==> src/rtl/bsg_manycore_pkg.sv <==
// -----------------------------------------------------------------------------
// bsg_manycore_pkg
// Shared constants, types and helpers for the manycore ruche-link arbiter.
//   bsg_manycore_ruche_arb_cnt_width_gp : width of each per-input grant counter
//   bsg_manycore_ruche_arb_cnt_t        : grant counter type
//   bsg_manycore_ruche_arb_sat_inc()    : saturating counter increment
// The counters exist only when BSG_MANYCORE_RUCHE_ARB_STATS_EN is defined.
// -----------------------------------------------------------------------------
package bsg_manycore_pkg;

   localparam int bsg_manycore_ruche_arb_cnt_width_gp = 16;

   typedef logic [bsg_manycore_ruche_arb_cnt_width_gp-1:0] bsg_manycore_ruche_arb_cnt_t;

   // Sticks at all-ones instead of wrapping back to zero.
   function automatic bsg_manycore_ruche_arb_cnt_t bsg_manycore_ruche_arb_sat_inc
      (input bsg_manycore_ruche_arb_cnt_t cnt);
      return (&cnt) ? cnt : cnt + 1'b1;
   endfunction

endpackage

==> src/rtl/bsg_manycore_ruche_link_arbiter_if.sv <==
// -----------------------------------------------------------------------------
// bsg_manycore_ruche_link_arbiter_if
// Handshake bundle between num_in_p requesters, the arbiter and the outgoing
// ruche-X link. Signal directions are named from the arbiter's point of view.
//   v_i     [num_in_p]          per-requester valid
//   data_i  [num_in_p*width_p]  requester i at bits [i*width_p +: width_p]
//   ready_o [num_in_p]          per-requester accept
//   v_o                         link valid (registered)
//   data_o  [width_p]           link packet (registered)
//   ready_i                     link accept
// Modports: slave = arbiter side, master = requester/link environment side.
// No configuration macros affect this file.
// -----------------------------------------------------------------------------
interface bsg_manycore_ruche_link_arbiter_if
   #(parameter int num_in_p = 2,
     parameter int width_p  = 64);

   logic [num_in_p-1:0]         v_i;
   logic [num_in_p*width_p-1:0] data_i;
   logic [num_in_p-1:0]         ready_o;
   logic                        v_o;
   logic [width_p-1:0]          data_o;
   logic                        ready_i;

   modport slave  (input  v_i, data_i, ready_i,
                   output ready_o, v_o, data_o);

   modport master (output v_i, data_i, ready_i,
                   input  ready_o, v_o, data_o);

endinterface

==> src/rtl/bsg_manycore_ruche_rr_pick.sv <==
// -----------------------------------------------------------------------------
// bsg_manycore_ruche_rr_pick
// Purely combinational round-robin pick: finds the first set bit of v_i
// starting at (last_i+1) mod num_in_p and wrapping around.
//   v_i     [num_in_p]           request vector
//   last_i  [$clog2(num_in_p)]   index granted most recently
//   grant_o [num_in_p]           one-hot grant (all zero when no request)
//   idx_o   [$clog2(num_in_p)]   encoded grant index (zero when no request)
// No configuration macros affect this file.
// -----------------------------------------------------------------------------
module bsg_manycore_ruche_rr_pick
   import bsg_manycore_pkg::*;
   #(parameter int num_in_p = 2)
   (input  logic [num_in_p-1:0]         v_i,
    input  logic [$clog2(num_in_p)-1:0] last_i,
    output logic [num_in_p-1:0]         grant_o,
    output logic [$clog2(num_in_p)-1:0] idx_o);

   localparam int lg_lp = $clog2(num_in_p);

   typedef logic [lg_lp-1:0]    idx_t;
   typedef logic [lg_lp:0]      shift_t;
   typedef logic [num_in_p-1:0] vec_t;

   shift_t shift;
   vec_t   rot;
   logic   found;
   int     pos;

   always_comb begin
      // Rotate the doubled request vector so bit 0 is the highest-priority
      // candidate; last_i+1 may equal num_in_p, which simply means no rotation.
      shift   = {1'b0, last_i} + shift_t'(1);
      rot     = vec_t'({v_i, v_i} >> shift);
      found   = 1'b0;
      pos     = 0;
      grant_o = '0;
      idx_o   = '0;
      for (int j = 0; j < num_in_p; j++) begin
         if (!found && rot[j]) begin
            found = 1'b1;
            pos   = int'(last_i) + 1 + j;
            if (pos >= num_in_p) pos = pos - num_in_p;
         end
      end
      if (found) begin
         idx_o   = idx_t'(pos);
         grant_o = vec_t'(1) << idx_o;
      end
   end

endmodule

==> src/rtl/bsg_manycore_ruche_link_arbiter.sv <==
// -----------------------------------------------------------------------------
// bsg_manycore_ruche_link_arbiter
// Round-robin arbiter merging num_in_p requesters onto one outgoing ruche-X
// link through a single output register (one-cycle latency, full throughput).
//   clk_i          clock, all state on the rising edge
//   reset_i        asynchronous active-high reset
//   link           handshake bundle (slave modport), see the interface file
//   grant_count_o  [num_in_p*16] saturating per-input accept counters; present
//                  only when BSG_MANYCORE_RUCHE_ARB_STATS_EN is defined
// -----------------------------------------------------------------------------
module bsg_manycore_ruche_link_arbiter
   import bsg_manycore_pkg::*;
   #(parameter int num_in_p = 2,
     parameter int width_p  = 64)
   (input  logic clk_i,
    input  logic reset_i,
    bsg_manycore_ruche_link_arbiter_if.slave link
`ifdef BSG_MANYCORE_RUCHE_ARB_STATS_EN
    ,output logic [num_in_p*bsg_manycore_ruche_arb_cnt_width_gp-1:0] grant_count_o
`endif
   );

   localparam int lg_lp = $clog2(num_in_p);

   typedef logic [lg_lp-1:0] idx_t;

   // Input 0 wins first after reset because the search starts at last+1.
   localparam idx_t last_rst_lp = idx_t'(num_in_p-1);

   logic [num_in_p-1:0] grant;
   idx_t                grant_idx;
   logic [num_in_p-1:0] ready;
   logic                open;
   logic                accept;
   logic [width_p-1:0]  sel_data;

   logic                armed_q;
   logic                v_q, v_d;
   logic [width_p-1:0]  data_q, data_d;
   idx_t                last_q, last_d;

   bsg_manycore_ruche_rr_pick #(.num_in_p(num_in_p)) pick
      (.v_i    (link.v_i),
       .last_i (last_q),
       .grant_o(grant),
       .idx_o  (grant_idx));

   // armed_q keeps ready_o low until the first edge after reset release, so
   // nothing is accepted while the reset is still settling.
   assign open         = ~v_q | link.ready_i;
   assign ready        = grant & {num_in_p{open & armed_q}};
   assign accept       = |ready;
   assign link.ready_o = ready;
   assign link.v_o     = v_q;
   assign link.data_o  = data_q;

   always_comb begin
      sel_data = '0;
      for (int i = 0; i < num_in_p; i++) begin
         if (grant[i]) sel_data = sel_data | link.data_i[i*width_p +: width_p];
      end
      v_d    = v_q;
      data_d = data_q;
      last_d = last_q;
      if (accept) begin
         v_d    = 1'b1;
         data_d = sel_data;
         last_d = grant_idx;
      end else if (link.ready_i) begin
         v_d    = 1'b0;
      end
   end

   always_ff @(posedge clk_i or posedge reset_i) begin
      if (reset_i) begin
         armed_q <= 1'b0;
         v_q     <= 1'b0;
         data_q  <= '0;
         last_q  <= last_rst_lp;
      end else begin
         armed_q <= 1'b1;
         v_q     <= v_d;
         data_q  <= data_d;
         last_q  <= last_d;
      end
   end

`ifdef BSG_MANYCORE_RUCHE_ARB_STATS_EN
   bsg_manycore_ruche_arb_cnt_t [num_in_p-1:0] cnt_q, cnt_d;

   always_comb begin
      for (int i = 0; i < num_in_p; i++) begin
         cnt_d[i] = ready[i] ? bsg_manycore_ruche_arb_sat_inc(cnt_q[i]) : cnt_q[i];
      end
   end

   always_ff @(posedge clk_i or posedge reset_i) begin
      if (reset_i) cnt_q <= '0;
      else         cnt_q <= cnt_d;
   end

   assign grant_count_o = cnt_q;
`endif

endmodule

==> src/flat_wrapper.sv <==
// flat-port wrapper written by rule: the top's interface ports become plain ports
module bsg_manycore_ruche_link_arbiter_flat import bsg_manycore_pkg::*;
#(parameter int num_in_p = 2,
     parameter int width_p  = 64)
  (clk_i, reset_i, link_v_i, link_data_i, link_ready_i, link_ready_o, link_v_o, link_data_o);
  bsg_manycore_ruche_link_arbiter_if #(.num_in_p(num_in_p), .width_p(width_p)) link_i ();
  input  logic clk_i;
  input  logic reset_i;
  input wire logic [$bits(link_i.v_i)-1:0] link_v_i;
  input wire logic [$bits(link_i.data_i)-1:0] link_data_i;
  input wire logic [$bits(link_i.ready_i)-1:0] link_ready_i;
  output wire logic [$bits(link_i.ready_o)-1:0] link_ready_o;
  output wire logic [$bits(link_i.v_o)-1:0] link_v_o;
  output wire logic [$bits(link_i.data_o)-1:0] link_data_o;
  assign link_i.v_i = link_v_i;
  assign link_i.data_i = link_data_i;
  assign link_i.ready_i = link_ready_i;
  assign link_ready_o = link_i.ready_o;
  assign link_v_o = link_i.v_o;
  assign link_data_o = link_i.data_o;
  bsg_manycore_ruche_link_arbiter #(.num_in_p(num_in_p), .width_p(width_p)) u_core (.clk_i(clk_i), .reset_i(reset_i), .link(link_i));
endmodule
==> config.mk <==
export PLATFORM = sky130hd
export DESIGN_NAME = bsg_manycore_ruche_link_arbiter_flat
export DESIGN_NICKNAME = d
export VERILOG_FILES = /design/src/rtl/bsg_manycore_pkg.sv /design/src/rtl/bsg_manycore_ruche_link_arbiter_if.sv /design/src/rtl/bsg_manycore_ruche_rr_pick.sv /design/src/rtl/bsg_manycore_ruche_link_arbiter.sv /design/src/flat_wrapper.sv
export SDC_FILE = /design/constraint.sdc
export NUM_CORES = 1
export LEC_CHECK = 0
export BUFFER_PORTS_ARGS = -buffer_cell sky130_fd_sc_hd__buf_2
export CORE_MARGIN = 3
export CORE_UTILIZATION = 47
export CTS_CLUSTER_DIAMETER = 100
export DETAILED_ROUTE_END_ITERATION = 6
export PLACE_DENSITY = 0.95
export SYNTH_ARGS = -nofsm -noshare
export SYNTH_HDL_FRONTEND = slang
export SYNTH_SLANG_ARGS = --single-unit
==> constraint.sdc <==
create_clock -name clk_i -period 4.1 [get_ports clk_i]
set_clock_uncertainty 0.2 [all_clocks]
set_input_delay 0.205 -clock clk_i [delete_from_list [all_inputs] [get_ports clk_i]]
set_output_delay 0.205 -clock clk_i [all_outputs]
set_load 0.05 [all_outputs]
==> results.toml <==
[route]
drtPass1Iterations = 4
via_count = 2847
routed_via_density = 5.44
ant_nets = 0
routed_wirelength_mm = 8.52
drc = 0
wl_per_cell_um = 16.3
drt_iter0_drc = 64

[pwr]
finalPower_mw = 2.54
vdd_drop_max_uv = 386
power_density_nw_per_um2 = 566
power.share.switching_pct = 43.7
clkPwrFrac_pct = 19.2
p_leak_nw = 2.26
power_switching_mw = 1.11
p_int_mw = 1.43
seqPwrFrac_pct = 35.5
p_comb_share_pct = 45.3

[finish]
post-route-util_pct = 65.6
nets = 556
mostFrequentLayoutCells = "buf_2 (199), dfrtp_1 (66), a32o_1 (64), mux2_2 (64), clkbuf_8 (12)"
layout_commonest_cell = "buf_2"
layout-drive-gt1-share_pct = 67.2
antenna_cells = 0
syn_to_final_growth_pct = 34.6
nFillCells = 563

[timing]
finalCritPeriodShare_pct = 57.9
setup_viol = 0
fin_setup_tns_ns = 0
rsz0062_at_grt = "no"
fmax_ghz = 0.421
timing.final.ws_setup_ns = 1.73
hold_violations = 0
fin_crit_ns = 2.37
slew_headroom_pct = 51.8
tightest_slew_ns = 0.723
timing.final.max_slew_violations = 0

[synthesis]
yosysWarningCount = 0
synth_area_leaders = "dfrtp_1 (50%), mux2_2 (22%), a32o_1 (19%)"
ys_seq_area_share_pct = 50.4
syn_inst = 236
yosys.area.top_type = "dfrtp_1"
netlist_area_um2 = 3330
synth_area_per_cell_um2 = 14.1
synth_nets = 369
synth_cell_types = 20
synth_top_area_share_pct = 49.6
synth.ff_latch_count = 67

[critical_path]
path_class = "register to output pin"
reg2reg_to = "u_core.link.data_o[6]$_DFFE_PP0P_"
r2r.worst_path.cells = 4
endpoint_kind = "output pin"
start_kind = "register"
cp_data_arrival_time_ns = 1.97
crit_fanout = 66
reg2reg_slack_ns = 2.02
critPathRequiredTime_ns = 3.69
reg2reg_from = "u_core.link.v_o$_DFFE_PP0P_"

[place]
dp_hpwl_mm = 6.06
globalplace.congestion = 0.786
port_buffers = 199
preCtsSetupSlack_ns = 1.76

[floorplan]
die_y_um = 90.1
num_rows = 30
start_util_pct = 48.7
die-area_um2 = 8120
core_um2 = 6830
die_w_um = 90.1
io_pins = 200

[min_path]
holdCritStartpoint = "link_data_i[97]"
hp-class = "primary input to register"
hold_path_end = "u_core.link.data_o[33]$_DFFE_PP0P_"
hold_depth = 3

[global_routing]
grt_overflow_total = 0
antenna_found_initial = 0
grt_pass1_wl_mm = 13.9
grt_pass1_vias = 3044
grt_max_degree = 68
grt_usage_pct = 20.9

[clocking]
worstSkewPairLatency_ns = 0.31
h-tree-depth = 3
post_cts_resized = 0
cts_sinks = 67
clockBufferDepth = 2
cts_buffers = 9
root_buffer = "clkbuf_8"
clkTransAtPathRegs_ns = 0.07
cts_tree = "yes"

[outcome]
status = "complete, no violations"

[run]
drv_cap = 0
[power by group through the flow]
stage	Clock [mW]	Combinational [mW]	Sequential, mW
floorplan	0	0.343	1.45
global route	0.533	1.20	0.918
finish	0.487	1.15	0.900
global placement	0	1.13	0.901
CTS	0.505	1.16	0.900
detailed placement	0	1.16	0.911
[worst max-delay path, stage by stage (launching register included)]
cell      delay [ns]
dfstp_2         0.57
nand2b_4        0.59
nand2_1         0.11
nor2_1          0.11
buf_2           0.27
[kinds of logic (layout without fill, tap and decap cells)]
group	after synthesis	in the layout	synth area share (%)
buffers and inverters	29	220	6.21
DFF	67	67	50.4
muxes	64	64	21.7
and+or+nand+nor	8	8	1.47
other	1	1	0.113
AOI/OAI and AO/OA	67	67	20.1
[worst max path at each step]
| stage | from | end | slack, ns | cells past startpoint |
|---|---|---|---|---|
| after floorplan | reset_i | u_core.armed_q$_DFF_PP0_ | 2.01 | 1 |
| after global placement | link_v_i[0] | link_ready_o[1] | 1.84 | 6 |
| after detailed placement | link_v_i[0] | link_ready_o[1] | 1.76 | 6 |
| after CTS | u_core.last_q$_DFFE_PP1P_ | link_ready_o[0] | 1.70 | 4 |
| after global routing | u_core.last_q$_DFFE_PP1P_ | link_ready_o[0] | 1.57 | 4 |
| final | u_core.last_q$_DFFE_PP1P_ | link_ready_o[0] | 1.73 | 4 |
[area by class of cell]
type                       count  area [um^2]  area share, %
clock buffer                  13          169           3.77
inverter                       1         3.75         0.0838
sequential                    67         1680           37.5
tap                           96          120           2.68
clock inverter                 2         10.0          0.223
multi-input combinational    140         1460           32.7
timing repair buffer         204         1040           23.1
[Yosys cell counts]
cell type   n
dfrtp_1    66
o2bb2ai_1   1
clkbuf_1    4
buf_1       3
nand2b_2    1
buf_6      11
buf_4       1
inv_1       1
nand2_1     3
a21boi_1    1
dfstp_2     1
nor2_1      1
conb_1      1
mux2_2     64
and3_1      1
a32o_1     64
nand3_1     1
nand2b_4    1
buf_2       9
o211ai_2    1
[sequential cells by signal (all words and copies together) (netlist names)]
register and flops:
u_core.link.data_o 64, u_core.last_q 1, u_core.armed_q 1, u_core.link.v_o 1
[per-layer routing]
layer	global-route usage [%]	up-vias	wire, um
met1	23.1	1389	3320
met4	8.29	0	79
li1	-	1321	-
met5	0	-	0
met2	37.7	129	4500
met3	5.69	8	624
[per-stage QoR]
stage	cell area, um^2	hold slack (ns)	cells
floorplan	3330	0.229	236
global placement	4290	0.148	507
detailed placement	4290	0.166	507
CTS	4480	0.00508	523
global route	4480	0.0120	523
finish	4480	0.0277	523
[timing repair]
item,CTS,global route
setup buffers,0,0
hold endpoints to repair,34,0
hold buffers,1,0
(Power assumes the default switching activity.)
